### config.mk
export PLATFORM = sky130hd
export DESIGN_NAME = apb_uart_fifo_core_flat
export DESIGN_NICKNAME = d
export VERILOG_FILES = /design/src/rtl/apb_uart_fifo_core_if.sv /design/src/rtl/apb_uart_fifo_core.sv /design/src/flat_wrapper.sv
export SDC_FILE = /design/constraint.sdc
export NUM_CORES = 1
export LEC_CHECK = 0
export CAP_MARGIN = 20
export CORE_ASPECT_RATIO = 1.75
export CORE_UTILIZATION = 40
export DETAILED_ROUTE_END_ITERATION = 16
export PLACE_DENSITY = 0.66
export SKIP_CTS_REPAIR_TIMING = 1
export SYNTH_ARGS = -nofsm -noshare
export SYNTH_HDL_FRONTEND = slang
export SYNTH_SLANG_ARGS = --single-unit
### constraint.sdc
create_clock -name PCLK -period 3.2 [get_ports PCLK]
set_input_delay 0.48 -clock PCLK [delete_from_list [all_inputs] [get_ports PCLK]]
set_output_delay 0.48 -clock PCLK [all_outputs]
set_load 0.05 [all_outputs]
### src/rtl/apb_uart_fifo_core_if.sv
// APB slave bus bundle for apb_uart_fifo_core: select/enable/direction/address/data plus response.
interface apb_uart_fifo_core_if;
  logic        PSEL;
  logic        PENABLE;
  logic        PWRITE;
  logic [1:0]  PADDR;
  logic [15:0] PWDATA;
  logic [15:0] PRDATA;
  logic        PREADY;
  logic        PSLVERR;

  modport master (
    output PSEL, PENABLE, PWRITE, PADDR, PWDATA,
    input  PRDATA, PREADY, PSLVERR
  );

  modport slave (
    input  PSEL, PENABLE, PWRITE, PADDR, PWDATA,
    output PRDATA, PREADY, PSLVERR
  );
endinterface

### src/rtl/apb_uart_fifo_core.sv
// APB UART with TX/RX FIFOs, 16x-oversampled receiver, sticky error flags and maskable IRQ.
// Parity generation/checking (CTRL[6:5], STATUS[6]) is built only when UART_PARITY_EN is defined.
module apb_uart_fifo_core #(
  parameter int unsigned DATA_W     = 8,
  parameter int unsigned FIFO_DEPTH = 16,
  parameter int unsigned DIV_W      = 16,
  parameter logic [15:0] DIV_RST    = 16'd26
) (
  input  logic                PCLK,
  input  logic                PRESET,
  apb_uart_fifo_core_if.slave apb,
  input  logic                RX,
  output logic                TX,
  output logic                IRQ
);
  localparam int unsigned AW    = $clog2(FIFO_DEPTH);
  localparam int unsigned PW    = AW + 1;
  localparam int unsigned BIT_W = 4;
`ifdef UART_PARITY_EN
  localparam logic [6:0] CTRL_MASK = 7'h7F;
`else
  localparam logic [6:0] CTRL_MASK = 7'h1F;
`endif

  typedef enum logic [2:0] {
    TX_IDLE,
    TX_START,
    TX_DATA,
`ifdef UART_PARITY_EN
    TX_PARITY,
`endif
    TX_STOP
  } tx_state_t;

  typedef enum logic [2:0] {
    RX_IDLE,
    RX_START,
    RX_DATA,
`ifdef UART_PARITY_EN
    RX_PARITY,
`endif
    RX_STOP
  } rx_state_t;

  logic              w_acc, w_data_wr, w_data_rd, w_stat_wr, w_baud_wr, w_ctrl_wr;
  logic [DIV_W-1:0]  r_baud, r_tick_cnt;
  logic              w_tick;
  logic [6:0]        r_ctrl;

  logic [DATA_W-1:0] r_tx_mem [FIFO_DEPTH];
  logic [PW-1:0]     r_tx_wp, r_tx_rp;
  logic              w_tx_empty, w_tx_full, w_tx_push, w_tx_pop, w_tx_go, w_tx_load;
  logic [DATA_W-1:0] w_tx_head;

  logic [DATA_W-1:0] r_rx_mem [FIFO_DEPTH];
  logic [PW-1:0]     r_rx_wp, r_rx_rp;
  logic              w_rx_empty, w_rx_full, w_rx_push, w_rx_push_req, w_rx_pop;
  logic [DATA_W-1:0] w_rx_head;

  tx_state_t         r_tx_state, w_tx_state_nxt;
  logic [3:0]        r_tx_ph, w_tx_ph_nxt;
  logic [BIT_W-1:0]  r_tx_bit, w_tx_bit_nxt;
  logic [DATA_W-1:0] r_tx_shr, w_tx_shr_nxt;
  logic              w_tx_end, w_tx_line, r_tx;

  rx_state_t         r_rx_state, w_rx_state_nxt;
  logic [3:0]        r_rx_ph, w_rx_ph_nxt;
  logic [BIT_W-1:0]  r_rx_bit, w_rx_bit_nxt;
  logic [DATA_W-1:0] r_rx_shr, w_rx_shr_nxt;
  logic              r_rx_s1, r_rx_s2, r_rx_d, w_rx_fall, w_rx_end;

  logic              w_frm_set, w_ovr_set, r_ovr, r_frm, r_par, r_irq;
  logic [15:0]       w_status, w_prdata;

`ifdef UART_PARITY_EN
  logic              w_par_en, w_par_odd, w_par_set, r_tx_par;
  assign w_par_en  = r_ctrl[5];
  assign w_par_odd = r_ctrl[6];
`endif

  // APB decode; an access completes on the PSEL&PENABLE edge
  assign w_acc     = apb.PSEL & apb.PENABLE;
  assign w_data_wr = w_acc &  apb.PWRITE & (apb.PADDR == 2'd0);
  assign w_data_rd = w_acc & ~apb.PWRITE & (apb.PADDR == 2'd0);
  assign w_stat_wr = w_acc &  apb.PWRITE & (apb.PADDR == 2'd1);
  assign w_baud_wr = w_acc &  apb.PWRITE & (apb.PADDR == 2'd2);
  assign w_ctrl_wr = w_acc &  apb.PWRITE & (apb.PADDR == 2'd3);

  assign w_tx_empty = (r_tx_wp == r_tx_rp);
  assign w_tx_full  = (r_tx_wp[AW-1:0] == r_tx_rp[AW-1:0]) & (r_tx_wp[AW] != r_tx_rp[AW]);
  assign w_tx_head  = r_tx_mem[r_tx_rp[AW-1:0]];
  assign w_tx_push  = w_data_wr & (~w_tx_full | w_tx_pop);
  assign w_tx_go    = ~w_tx_empty & r_ctrl[0];

  assign w_rx_empty = (r_rx_wp == r_rx_rp);
  assign w_rx_full  = (r_rx_wp[AW-1:0] == r_rx_rp[AW-1:0]) & (r_rx_wp[AW] != r_rx_rp[AW]);
  assign w_rx_head  = r_rx_mem[r_rx_rp[AW-1:0]];
  assign w_rx_pop   = w_data_rd & ~w_rx_empty;
  assign w_rx_push  = w_rx_push_req & (~w_rx_full | w_rx_pop);
  assign w_ovr_set  = w_rx_push_req & w_rx_full & ~w_rx_pop;

  assign w_tick    = (r_tick_cnt == r_baud);
  assign w_tx_end  = w_tick & (r_tx_ph == 4'd15);
  assign w_rx_end  = w_tick & (r_rx_ph == 4'd15);
  assign w_rx_fall = r_rx_d & ~r_rx_s2;

  always_ff @(posedge PCLK) begin
    if (w_tx_push) r_tx_mem[r_tx_wp[AW-1:0]] <= apb.PWDATA[DATA_W-1:0];
    if (w_rx_push) r_rx_mem[r_rx_wp[AW-1:0]] <= r_rx_shr;
  end

  always_ff @(posedge PCLK or posedge PRESET) begin
    if (PRESET) begin
      r_tx_wp <= '0;
      r_tx_rp <= '0;
      r_rx_wp <= '0;
      r_rx_rp <= '0;
    end else begin
      if (w_tx_push) r_tx_wp <= r_tx_wp + PW'(1);
      if (w_tx_pop)  r_tx_rp <= r_tx_rp + PW'(1);
      if (w_rx_push) r_rx_wp <= r_rx_wp + PW'(1);
      if (w_rx_pop)  r_rx_rp <= r_rx_rp + PW'(1);
    end
  end

  // Config registers and the 16x tick divider (period BAUD+1, restarted by a BAUD write)
  always_ff @(posedge PCLK or posedge PRESET) begin
    if (PRESET) begin
      r_baud     <= DIV_W'(DIV_RST);
      r_ctrl     <= '0;
      r_tick_cnt <= '0;
    end else begin
      if (w_baud_wr) r_baud <= apb.PWDATA[DIV_W-1:0];
      if (w_ctrl_wr) r_ctrl <= apb.PWDATA[6:0] & CTRL_MASK;
      if (w_baud_wr || w_tick) r_tick_cnt <= '0;
      else                     r_tick_cnt <= r_tick_cnt + DIV_W'(1);
    end
  end

  always_comb begin
    w_tx_state_nxt = r_tx_state;
    w_tx_ph_nxt    = r_tx_ph;
    w_tx_bit_nxt   = r_tx_bit;
    w_tx_shr_nxt   = r_tx_shr;
    w_tx_pop       = 1'b0;
    w_tx_load      = 1'b0;
    w_tx_line      = 1'b1;
    if (r_tx_state != TX_IDLE && w_tick) w_tx_ph_nxt = r_tx_ph + 4'd1;
    case (r_tx_state)
      TX_IDLE: w_tx_load = w_tx_go;
      TX_START: begin
        w_tx_line = 1'b0;
        if (w_tx_end) w_tx_state_nxt = TX_DATA;
      end
      TX_DATA: begin
        w_tx_line = r_tx_shr[0];
        if (w_tx_end) begin
          w_tx_shr_nxt = r_tx_shr >> 1;
          w_tx_bit_nxt = r_tx_bit + BIT_W'(1);
          if (r_tx_bit == BIT_W'(DATA_W - 1)) begin
            w_tx_bit_nxt = '0;
`ifdef UART_PARITY_EN
            w_tx_state_nxt = w_par_en ? TX_PARITY : TX_STOP;
`else
            w_tx_state_nxt = TX_STOP;
`endif
          end
        end
      end
`ifdef UART_PARITY_EN
      TX_PARITY: begin
        w_tx_line = r_tx_par;
        if (w_tx_end) w_tx_state_nxt = TX_STOP;
      end
`endif
      TX_STOP: begin
        if (w_tx_end) begin
          if (w_tx_go) w_tx_load = 1'b1;
          else         w_tx_state_nxt = TX_IDLE;
        end
      end
      default: w_tx_state_nxt = TX_IDLE;
    endcase
    // Starting a frame (from IDLE or back-to-back after STOP) pops the FIFO head
    if (w_tx_load) begin
      w_tx_state_nxt = TX_START;
      w_tx_pop       = 1'b1;
      w_tx_shr_nxt   = w_tx_head;
      w_tx_ph_nxt    = '0;
      w_tx_bit_nxt   = '0;
    end
  end

  always_ff @(posedge PCLK or posedge PRESET) begin
    if (PRESET) begin
      r_tx_state <= TX_IDLE;
      r_tx_ph    <= '0;
      r_tx_bit   <= '0;
      r_tx_shr   <= '0;
      r_tx       <= 1'b1;
    end else begin
      r_tx_state <= w_tx_state_nxt;
      r_tx_ph    <= w_tx_ph_nxt;
      r_tx_bit   <= w_tx_bit_nxt;
      r_tx_shr   <= w_tx_shr_nxt;
      r_tx       <= w_tx_line;
    end
  end

`ifdef UART_PARITY_EN
  always_ff @(posedge PCLK or posedge PRESET) begin
    if (PRESET)         r_tx_par <= 1'b0;
    else if (w_tx_load) r_tx_par <= (^w_tx_head) ^ w_par_odd;
  end
`endif

  always_ff @(posedge PCLK or posedge PRESET) begin
    if (PRESET) begin
      r_rx_s1 <= 1'b1;
      r_rx_s2 <= 1'b1;
      r_rx_d  <= 1'b1;
    end else begin
      r_rx_s1 <= RX;
      r_rx_s2 <= r_rx_s1;
      r_rx_d  <= r_rx_s2;
    end
  end

  // Receiver: validate start at mid-bit (phase 7), then sample every 16 ticks at bit centres
  always_comb begin
    w_rx_state_nxt = r_rx_state;
    w_rx_ph_nxt    = r_rx_ph;
    w_rx_bit_nxt   = r_rx_bit;
    w_rx_shr_nxt   = r_rx_shr;
    w_rx_push_req  = 1'b0;
    w_frm_set      = 1'b0;
`ifdef UART_PARITY_EN
    w_par_set      = 1'b0;
`endif
    if (r_rx_state != RX_IDLE && w_tick) w_rx_ph_nxt = r_rx_ph + 4'd1;
    case (r_rx_state)
      RX_IDLE: begin
        if (r_ctrl[1] && w_rx_fall) begin
          w_rx_state_nxt = RX_START;
          w_rx_ph_nxt    = '0;
        end
      end
      RX_START: begin
        if (w_tick && r_rx_ph == 4'd7) begin
          w_rx_ph_nxt    = '0;
          w_rx_bit_nxt   = '0;
          w_rx_state_nxt = r_rx_s2 ? RX_IDLE : RX_DATA;
        end
      end
      RX_DATA: begin
        if (w_rx_end) begin
          w_rx_shr_nxt = {r_rx_s2, r_rx_shr[DATA_W-1:1]};
          w_rx_bit_nxt = r_rx_bit + BIT_W'(1);
          if (r_rx_bit == BIT_W'(DATA_W - 1)) begin
            w_rx_bit_nxt = '0;
`ifdef UART_PARITY_EN
            w_rx_state_nxt = w_par_en ? RX_PARITY : RX_STOP;
`else
            w_rx_state_nxt = RX_STOP;
`endif
          end
        end
      end
`ifdef UART_PARITY_EN
      RX_PARITY: begin
        if (w_rx_end) begin
          w_par_set      = r_rx_s2 != ((^r_rx_shr) ^ w_par_odd);
          w_rx_state_nxt = RX_STOP;
        end
      end
`endif
      RX_STOP: begin
        if (w_rx_end) begin
          w_frm_set      = ~r_rx_s2;
          w_rx_push_req  = r_rx_s2;
          w_rx_state_nxt = RX_IDLE;
        end
      end
      default: w_rx_state_nxt = RX_IDLE;
    endcase
  end

  always_ff @(posedge PCLK or posedge PRESET) begin
    if (PRESET) begin
      r_rx_state <= RX_IDLE;
      r_rx_ph    <= '0;
      r_rx_bit   <= '0;
      r_rx_shr   <= '0;
    end else begin
      r_rx_state <= w_rx_state_nxt;
      r_rx_ph    <= w_rx_ph_nxt;
      r_rx_bit   <= w_rx_bit_nxt;
      r_rx_shr   <= w_rx_shr_nxt;
    end
  end

  // Sticky error flags: a new error in the same cycle wins over write-1-to-clear
  always_ff @(posedge PCLK or posedge PRESET) begin
    if (PRESET) begin
      r_ovr <= 1'b0;
      r_frm <= 1'b0;
      r_par <= 1'b0;
      r_irq <= 1'b0;
    end else begin
      if (w_ovr_set)                          r_ovr <= 1'b1;
      else if (w_stat_wr && apb.PWDATA[4])    r_ovr <= 1'b0;
      if (w_frm_set)                          r_frm <= 1'b1;
      else if (w_stat_wr && apb.PWDATA[5])    r_frm <= 1'b0;
`ifdef UART_PARITY_EN
      if (w_par_set)                          r_par <= 1'b1;
      else if (w_stat_wr && apb.PWDATA[6])    r_par <= 1'b0;
`else
      if (w_stat_wr && apb.PWDATA[6])         r_par <= 1'b0;
`endif
      r_irq <= (r_ctrl[2] & ~w_rx_empty) | (r_ctrl[3] & w_tx_empty) |
               (r_ctrl[4] & (r_ovr | r_frm | r_par));
    end
  end

  assign w_status = {9'd0, r_par, r_frm, r_ovr, w_rx_full, w_rx_empty, w_tx_empty, w_tx_full};

  always_comb begin
    w_prdata = '0;
    if (w_acc) begin
      case (apb.PADDR)
        2'd0:    w_prdata = w_rx_empty ? 16'd0 : 16'(w_rx_head);
        2'd1:    w_prdata = w_status;
        2'd2:    w_prdata = 16'(r_baud);
        default: w_prdata = 16'(r_ctrl);
      endcase
    end
  end

  assign apb.PRDATA  = w_prdata;
  assign apb.PREADY  = 1'b1;
  assign apb.PSLVERR = (w_data_wr & w_tx_full & ~w_tx_pop) | (w_data_rd & w_rx_empty);
  assign TX          = r_tx;
  assign IRQ         = r_irq;
endmodule
### src/flat_wrapper.sv
// flat-port wrapper written by rule: the top's interface ports become plain ports
module apb_uart_fifo_core_flat 
#(
  parameter int unsigned DATA_W     = 8,
  parameter int unsigned FIFO_DEPTH = 16,
  parameter int unsigned DIV_W      = 16,
  parameter logic [15:0] DIV_RST    = 16'd26
)
  (PCLK, PRESET, RX, TX, IRQ, apb_PSEL, apb_PENABLE, apb_PWRITE, apb_PADDR, apb_PWDATA, apb_PRDATA, apb_PREADY, apb_PSLVERR);
  apb_uart_fifo_core_if apb_i ();
  input  logic PCLK;
  input  logic PRESET;
  input  logic RX;
  output logic TX;
  output logic IRQ;
  input wire logic [$bits(apb_i.PSEL)-1:0] apb_PSEL;
  input wire logic [$bits(apb_i.PENABLE)-1:0] apb_PENABLE;
  input wire logic [$bits(apb_i.PWRITE)-1:0] apb_PWRITE;
  input wire logic [$bits(apb_i.PADDR)-1:0] apb_PADDR;
  input wire logic [$bits(apb_i.PWDATA)-1:0] apb_PWDATA;
  output wire logic [$bits(apb_i.PRDATA)-1:0] apb_PRDATA;
  output wire logic [$bits(apb_i.PREADY)-1:0] apb_PREADY;
  output wire logic [$bits(apb_i.PSLVERR)-1:0] apb_PSLVERR;
  assign apb_i.PSEL = apb_PSEL;
  assign apb_i.PENABLE = apb_PENABLE;
  assign apb_i.PWRITE = apb_PWRITE;
  assign apb_i.PADDR = apb_PADDR;
  assign apb_i.PWDATA = apb_PWDATA;
  assign apb_PRDATA = apb_i.PRDATA;
  assign apb_PREADY = apb_i.PREADY;
  assign apb_PSLVERR = apb_i.PSLVERR;
  apb_uart_fifo_core #(.DATA_W(DATA_W), .FIFO_DEPTH(FIFO_DEPTH), .DIV_W(DIV_W), .DIV_RST(DIV_RST)) u_core (.PCLK(PCLK), .PRESET(PRESET), .apb(apb_i), .RX(RX), .TX(TX), .IRQ(IRQ));
endmodule
==> results by group, run 1 <==
Critical path
  – Crit path max fanout: 4
  – Critical Path RT: 2.72 ns
  – CP Launch Type: flop
  – Worst r2r src: u_core.r_tick_cnt[12]$_DFF_PP0_
  – RR Endpoint: u_core.r_rx_mem[0][0]$_DFFE_PP_
  – Crit-path slowest cell: mux4_2
  – Critical Path Sink: apb_PRDATA[6]
  – Most used cell along the critical path: mux4_2
  – Critical-path cell list: clkbuf_16 -> mux4_2 -> mux4_2 -> a22oi_2 -> nor3_1 -> buf_4
  – Critical Setup Path Class: flop to primary output
  – Number of cells on the critical path: 6
  – Top Family by Delay on Critical Path: multiplexers
  – R2R depth: 7
  – Crit. End Element: primary output
  – Worst Path Buf+Inv: 2
  – Flop2flop setup slack: 0.37 ns
  – Slowest stage delay, CP: 0.55 ns
  – CP startpoint: u_core.r_rx_rp[0]$_DFFE_PP0P_
  – Worst EP arrival: 2.81 ns

Timing
  – Slew @ Worst Pin: 0.8195 ns
  – Clock skew after layout: 0.01934 ns
  – Number of hold violations in the final report: 0
  – Slew margin rel.: 45.37%
  – Period utilisation layout: 102.8%
  – Hold_ws: 0.3560 ns
  – RSZ-0062 raised after global routing: true
  – Final setup viols: 6
  – Tmin final: 3.289 ns
  – Max Clk Rate: 304.0 MHz
  – Slew Limit Fails: 0
  – Final WS setup: -0.08948 ns

GRT
  – GR Util All Layers: 18.73%
  – Vias in the first global route: 8827
  – Met2 Use GR: 35.32%
  – Busiest grt layer: met2
  – Met3 Track Usage GR: 2.281%
  – Initial antenna violation count: 0
  – Met1 Usage GRT: 19.37%
  – Grt total ovfl: 0
  – First-pass GRT wire length: 52.97 mm
  – Pin count of the biggest net entering global routing: 45

Yosys
  – Post-synth EDFFs: 256
  – Syn Area/Cell: 16.10 um2
  – Post-synthesis sequential area ratio: 67.17%
  – Top_reg_cell synth: edfxtp_1
  – Cells after synthesis: 943
  – Syn_nets: 991
  – Distinct cells, synth: 57
  – Synthesized area: 15180 um2
  – Yosys reg bits: 356
  – Asr flop ratio synth: 28.09%
  – Synth Warn #: 0

Layout
  – Filler instances: 3186
  – Fraction of layout cells with a size suffix above 1: 26.52%
  – # diodes: 0
  – Storage cell area: 10200 um2
  – Final #Nets: 1093
  – Layout area overhead: 18.42%
  – Multi-input gate area: 4850 um2
  – Fin cells: 1551

Worst hold path
  – Hold WC Path Type: primary input to flop
  – WHS Path Cells: 1
  – Hold_sp: RX

Floorplanning
  – Die area: 38770 um2
  – Initial core utilization: 40.47%
  – FP Rows: 94
  – # IOs: 44
  – CORE AREA: 37520 um2
  – Die Wd: 149.3 um
  – Die Ht: 259.7 um

Route
  – Antenna viol nets, final: 0
  – DR WL/cell: 23.09 um
  – DR pass1 iterations: 6
  – Iteration-0 DRC Markers: 576
  – Final wirelength: 35.82 mm
  – # DRC: 0
  – Vias: 8499
  – Vias per inst: 5.480

Place
  – Placer Congestion: 0.8932
  – DP HPWL: 24.85 mm
  – Dpl cells: 1482
  – Buffers on Ports: 42

Power and ir drop
  – Comb power frac: 17.8%
  – Leakage: 6.658 nW
  – Reg power frac: 47.6%
  – Sw power: 3.138 mW
  – Clk network pwr share: 34.5%
  – Max rail drop VDD: 0.0006743 V
  – Pwr dens: 636.1 nW/um2
  – Tot Pwr: 11.44 mW
  – Sw Share: 27.44%
  – Pint: 8.298 mW

Clock tree
  – Number of H-tree levels: 2
  – Clk sinks: 356
  – Worst skew pair latency: 0.54 ns
  – Clock-pin slew on the worst setup and hold paths: 0.06 ns
  – Worst-case clock buffer depth: 3
  – CTS tree: yes
  – CTS buffer count: 34
  – Clk root buf: clkbuf_16

Job
  – Max-Cap Viols: 0

Run status
  – Failing checks: setup timing
  – Status: finished, violations left
[final cells by class]
| cell class | instances | area share (%) |
|---|---|---|
| Timing Repair Buffer | 107 | 6.444 |
| Multi-Input combinational cell | 525 | 26.97 |
| Sequential cell | 356 | 56.74 |
| Clock inverter | 23 | 1.044 |
| Inverter | 21 | 0.4523 |
| Tap cell | 480 | 3.340 |
| Clock buffer | 39 | 5.010 |
[sequential cells by signal, indices dropped and copies added (netlist names), 2 cells and up]
signal,cells
u_core.r_tx_ph,4
u_core.r_rx_shr,8
u_core.r_tick_cnt,16
u_core.r_rx_ph,4
u_core.r_baud,16
u_core.r_ctrl,5
u_core.r_tx_wp,5
u_core.r_rx_wp,5
u_core.r_tx_mem,128
u_core.r_rx_state,2
u_core.r_tx_shr,8
u_core.r_tx_bit,4
u_core.r_rx_mem,128
u_core.r_tx_state,2
u_core.r_rx_rp,5
u_core.r_tx_rp,5
u_core.r_rx_bit,4
[synthesized netlist by cell type (19+ instances only)]
library cell / instances / share of area (%)
mux2_2: 33 / 2.4
mux4_2: 75 / 11
dfrtp_1: 93 / 15
o21ai_0: 33 / 1.1
xnor2_1: 34 / 2.0
ha_1: 24 / 2.0
a21oi_1: 19 / 0.63
nand2_1: 63 / 1.6
clkbuf_1: 19 / 0.47
edfxtp_1: 256 / 51
xor2_1: 25 / 1.4
inv_1: 21 / 0.52
nor2_1: 62 / 1.5
nor3_1: 20 / 0.66
[worst reg2reg max path: stages, from the launching register on]
cell and delay, ns:
dfrtp_1 0.42, xor2_1 0.16, nor4_1 0.43, nand4_2 0.30, a2111oi_4 0.53, nand2_1 0.28, nor3_1 0.21, buf_4 0.20
[per-layer routing]
metal  routed length, um  part of all wire (%)
met1               11730                    33
met2               20090                    56
met3                1560                   4.4
met4                2437                   6.8
met5                   0                     0
[cell families (layout without fill, tap and decap cells)]
family,count (synthesis),after routing,synth area share (%)
mux,123,123,14.56
flops,356,356,67.17
simple gates,229,229,7.359
xor+xnor,59,59,3.403
other cells,1,1,0.02470
fa+ha+maj,24,24,1.978
buf+inv,62,190,1.780
compound gates,89,89,3.725
[worst min-delay path by stage]
stage	end	slack, ns
2_1_floorplan	u_core.r_rx_s2$_DFF_PP1_	0.35
3_3_place_gp	u_core.r_rx_s2$_DFF_PP1_	0.35
3_5_place_dp	u_core.r_rx_s2$_DFF_PP1_	0.35
4_1_cts	u_core.r_rx_s1$_DFF_PP1_	0.34
5_1_grt	u_core.r_rx_s2$_DFF_PP1_	0.36
6_report	u_core.r_rx_s1$_DFF_PP1_	0.36
[power groups by stage]
stage	clock network, mW	logic, mW	registers (mW)
finish	3.95	2.04	5.45
global route	4.18	2.24	5.48
CTS	4.01	2.08	5.45
detailed placement	0	2.06	5.54
global placement	0	2.05	5.53
floorplan	0	1.52	5.47
[per-stage QoR]
stage	setup TNS, ns	utilization, %	instance area [um2]	setup WS (ns)
3_3_place_gp	0	44.39	16650	0.1905
2_1_floorplan	0	-	15190	0.1128
6_report	-0.1712	47.92	17980	-0.08948
5_1_grt	-0.6632	47.92	17980	-0.1312
4_1_cts	-0.8318	47.29	17740	-0.2453
3_5_place_dp	0	44.39	16650	0.1006
[placed cells by master, fill, tap and decap left out, types with 4 or more instances in the layout]
master / instances
a211oi_2: 5
a21oi_1: 19
and2_1: 10
buf_12: 18
buf_4: 58
clkbuf_16: 38
clkdlybuf4s50_1: 25
clkinv_2: 8
clkinv_4: 6
dfrtp_1: 91
dfstp_2: 7
edfxtp_1: 256
ha_1: 24
inv_1: 20
mux2_2: 33
mux2i_1: 12
mux4_2: 75
nand2_1: 62
nand2b_1: 6
nand3_1: 18
nand3b_1: 5
nand4_1: 12
nor2_1: 61
nor2b_1: 6
nor3_1: 20
nor3b_1: 4
nor4_1: 5
o211ai_1: 4
o21ai_0: 33
or3_1: 4
xnor2_1: 34
xor2_1: 25
(Power assumes the default switching activity.)
==> run 2, diff against run 1 <==
- GPL_ROUTABILITY_DRIVEN: default -> 0
==> results of run 2 <==
The final DEF is identical to that of run 1; final timing and power are the same.
==> run 3, diff against run 2 <==
- PLACE_DENSITY: 0.66 -> 0.64
- clock period: 3.2 -> 4.3 ns (I/O delays scaled with it)
==> results by group, run 3 (same netlist as run 1, synthesis figures left out) <==
Layout
  – Commonest non-fill, non-tap cell in the layout: edfxtp_1
  – Multi-input gate area: 4726 um2 (-2.6%)
  – Fin cells: 1529 (-1.4%)
  – Fraction of layout cells with a size suffix above 1: 21.93% (-4.6 points)
  – Layout area overhead: 14.73%
  – Post-route cell area: 17420 um2 (-3.1%)
  – # diodes: 0 (unchanged)
  – Storage cell area: 10200 um2 (unchanged)
  – Final #Nets: 1072 (-1.9%)
  – Filler instances: 3221 (+1.1%)
  – Most frequent cells in the layout: edfxtp_1 (256), dfrtp_1 (91), mux4_2 (75)
  – Final Util: 46.43% (-1.5 points)

Power and ir drop
  – Sw Share: 26.79% (-0.65 points)
  – Leakage: 6.436 nW (-3.3%)
  – Sw power: 2.234 mW (-29%)
  – Clk network pwr share: 33.5% (-1.0 points)
  – Pint: 6.105 mW (-26%)
  – Reg power frac: 48.6% (+1.0 points)
  – Max rail drop VDD: 0.0004027 V (-40%)
  – Comb power frac: 17.9% (about the same)
  – Pwr dens: 478.7 nW/um2 (-25%)
  – Tot Pwr: 8.339 mW (-27%)

Timing
  – Tmin final: 4.090 ns
  – RSZ-0062 raised after global routing: false
  – Setup_tns: 0 ns (+0.1712 ns)
  – Number of hold violations in the final report: 0 (unchanged)
  – Clock skew after layout: 0.02171 ns (+0.002368 ns)
  – Slew Limit Fails: 0 (unchanged)
  – Period utilisation layout: 95.11%
  – Slew @ Worst Pin: 0.7497 ns (-0.06979 ns)
  – Slew margin rel.: 50.02% (+4.7 points)
  – Final setup viols: 0 (-6)
  – Max Clk Rate: 244.5 MHz

Critical path
  – CP Launch Type: flop
  – Crit path max fanout: 18 (+14)
  – Flop2flop setup slack: 0.98 ns (+0.61 ns)
  – Critical Setup Path Class: flop to primary output
  – Critical-path cell list: mux4_2 -> mux4_2 -> a22oi_1 -> nor3_1 -> clkdlybuf4s50_1
  – Crit-path slowest cell: dfrtp_2
  – Slowest stage delay, CP: 0.73 ns (+0.18 ns)
  – Crit. End Element: primary output
  – Critical Path RT: 3.65 ns (+0.93 ns)
  – Worst EP arrival: 3.44 ns (+0.63 ns)
  – Most used cell along the critical path: mux4_2

GRT
  – Pin count of the biggest net entering global routing: 54 (+20%)
  – Grt total ovfl: 0 (unchanged)
  – Vias in the first global route: 8587 (-2.7%)
  – First-pass GRT wire length: 50.69 mm (-4.3%)
  – GR Util All Layers: 17.64% (-1.1 points)
  – Initial antenna violation count: 0 (unchanged)

Floorplanning
  – CORE AREA: 37520 um2 (unchanged)
  – Die Ht: 259.7 um (unchanged)
  – Die Wd: 149.3 um (unchanged)
  – Die area: 38770 um2 (unchanged)
  – # IOs: 44 (unchanged)
  – FP Rows: 94 (unchanged)
  – Initial core utilization: 40.47% (unchanged)

Clock tree
  – Clk root buf: clkbuf_16
  – Clk sinks: 356 (unchanged)
  – Clock-pin slew on the worst setup and hold paths: 0.07 ns (about the same)
  – Number of H-tree levels: 1 (-1)
  – Worst-case clock buffer depth: 3 (unchanged)
  – CTS buffer count: 31 (-8.8%)
  – Worst skew pair latency: 0.59 ns (+0.05 ns)
  – CTS tree: yes

Run status
  – Status: complete, no violations

Place
  – Buffers on Ports: 42 (unchanged)
  – Cell Area, Placed: 16390 um2 (-1.6%)
  – Dpl cells: 1471 (-0.74%)
  – DP HPWL: 23.58 mm (-5.1%)

Route
  – Iteration-0 DRC Markers: 460 (-20%)
  – Final wirelength: 32.94 mm (-8.0%)
  – Vias per inst: 5.371 (-2.0%)
  – DR WL/cell: 21.54 um (-6.7%)
  – # DRC: 0 (unchanged)
  – Antenna viol nets, final: 0 (unchanged)
  – Vias: 8213 (-3.4%)
  – DR pass1 iterations: 6 (unchanged)

Job
  – Max-Cap Viols: 0 (unchanged)

Worst hold path
  – Hold WC Path Type: flop to flop
[run 3: cell type report]
type,count,share of cell area [%]
tap,480,3.448
inverter,21,0.4669
timing repair buffer,89,4.482
clock buffer,42,4.978
clock inverter,16,0.9338
sequential,356,58.56
multi-input combinational,525,27.13
[run 3: power by group through the flow]
stage          Combinational [mW]  Clock [mW]  Sequential, mW
2_1_floorplan                1.13           0            4.07
3_3_place_gp                 1.51           0            4.12
3_5_place_dp                 1.52           0            4.12
4_1_cts                      1.53        2.87            4.05
5_1_grt                      1.64        2.99            4.08
6_report                     1.49        2.80            4.05
[run 3: per-stage QoR]
step                setup slack [ns]  hold WS [ns]
floorplan                     0.8061        0.3452
global placement              0.6674        0.3494
detailed placement            0.6154        0.3494
CTS                           0.1852        0.3624
global route                 0.09328        0.3633
finish                        0.2102        0.3593
[run 3: worst paths after layout]
check / startpoint / endpoint / cells after the start
max: u_core.r_rx_rp[0]$_DFFE_PP0P_ / apb_PRDATA[6] / 5
min: u_core.r_rx_s1$_DFF_PP1_ / u_core.r_rx_s2$_DFF_PP1_ / 0
max reg2reg: u_core.r_tick_cnt[12]$_DFF_PP0_ / u_core.r_rx_mem[7][4]$_DFFE_PP_ / 7
min reg2reg: u_core.r_rx_s1$_DFF_PP1_ / u_core.r_rx_s2$_DFF_PP1_ / 0
max in group asynchronous: PRESET / u_core.r_baud[4]$_DFFE_PP1P_ / 3
min in group asynchronous: PRESET / u_core.r_rx_bit[0]$_DFFE_PP0P_ / 2
[run 3: critical path: cells and delay by family (launching register included)]
kind / cells / cell delay (ns)
buf+inv: 1 / 0.71
simple gates: 1 / 0.07
mux: 2 / 1.10
compound gates: 1 / 0.23
flops: 1 / 0.73
[run 3: layer usage]
layer  track usage (%)  part of all wire [%]  up-vias
met5                 0                     0        -
met4             6.803                   3.3        0
li1                  -                     -     3765
met3             2.018                   3.6       49
met2             35.58                    59      159
met1             17.90                    34     4240
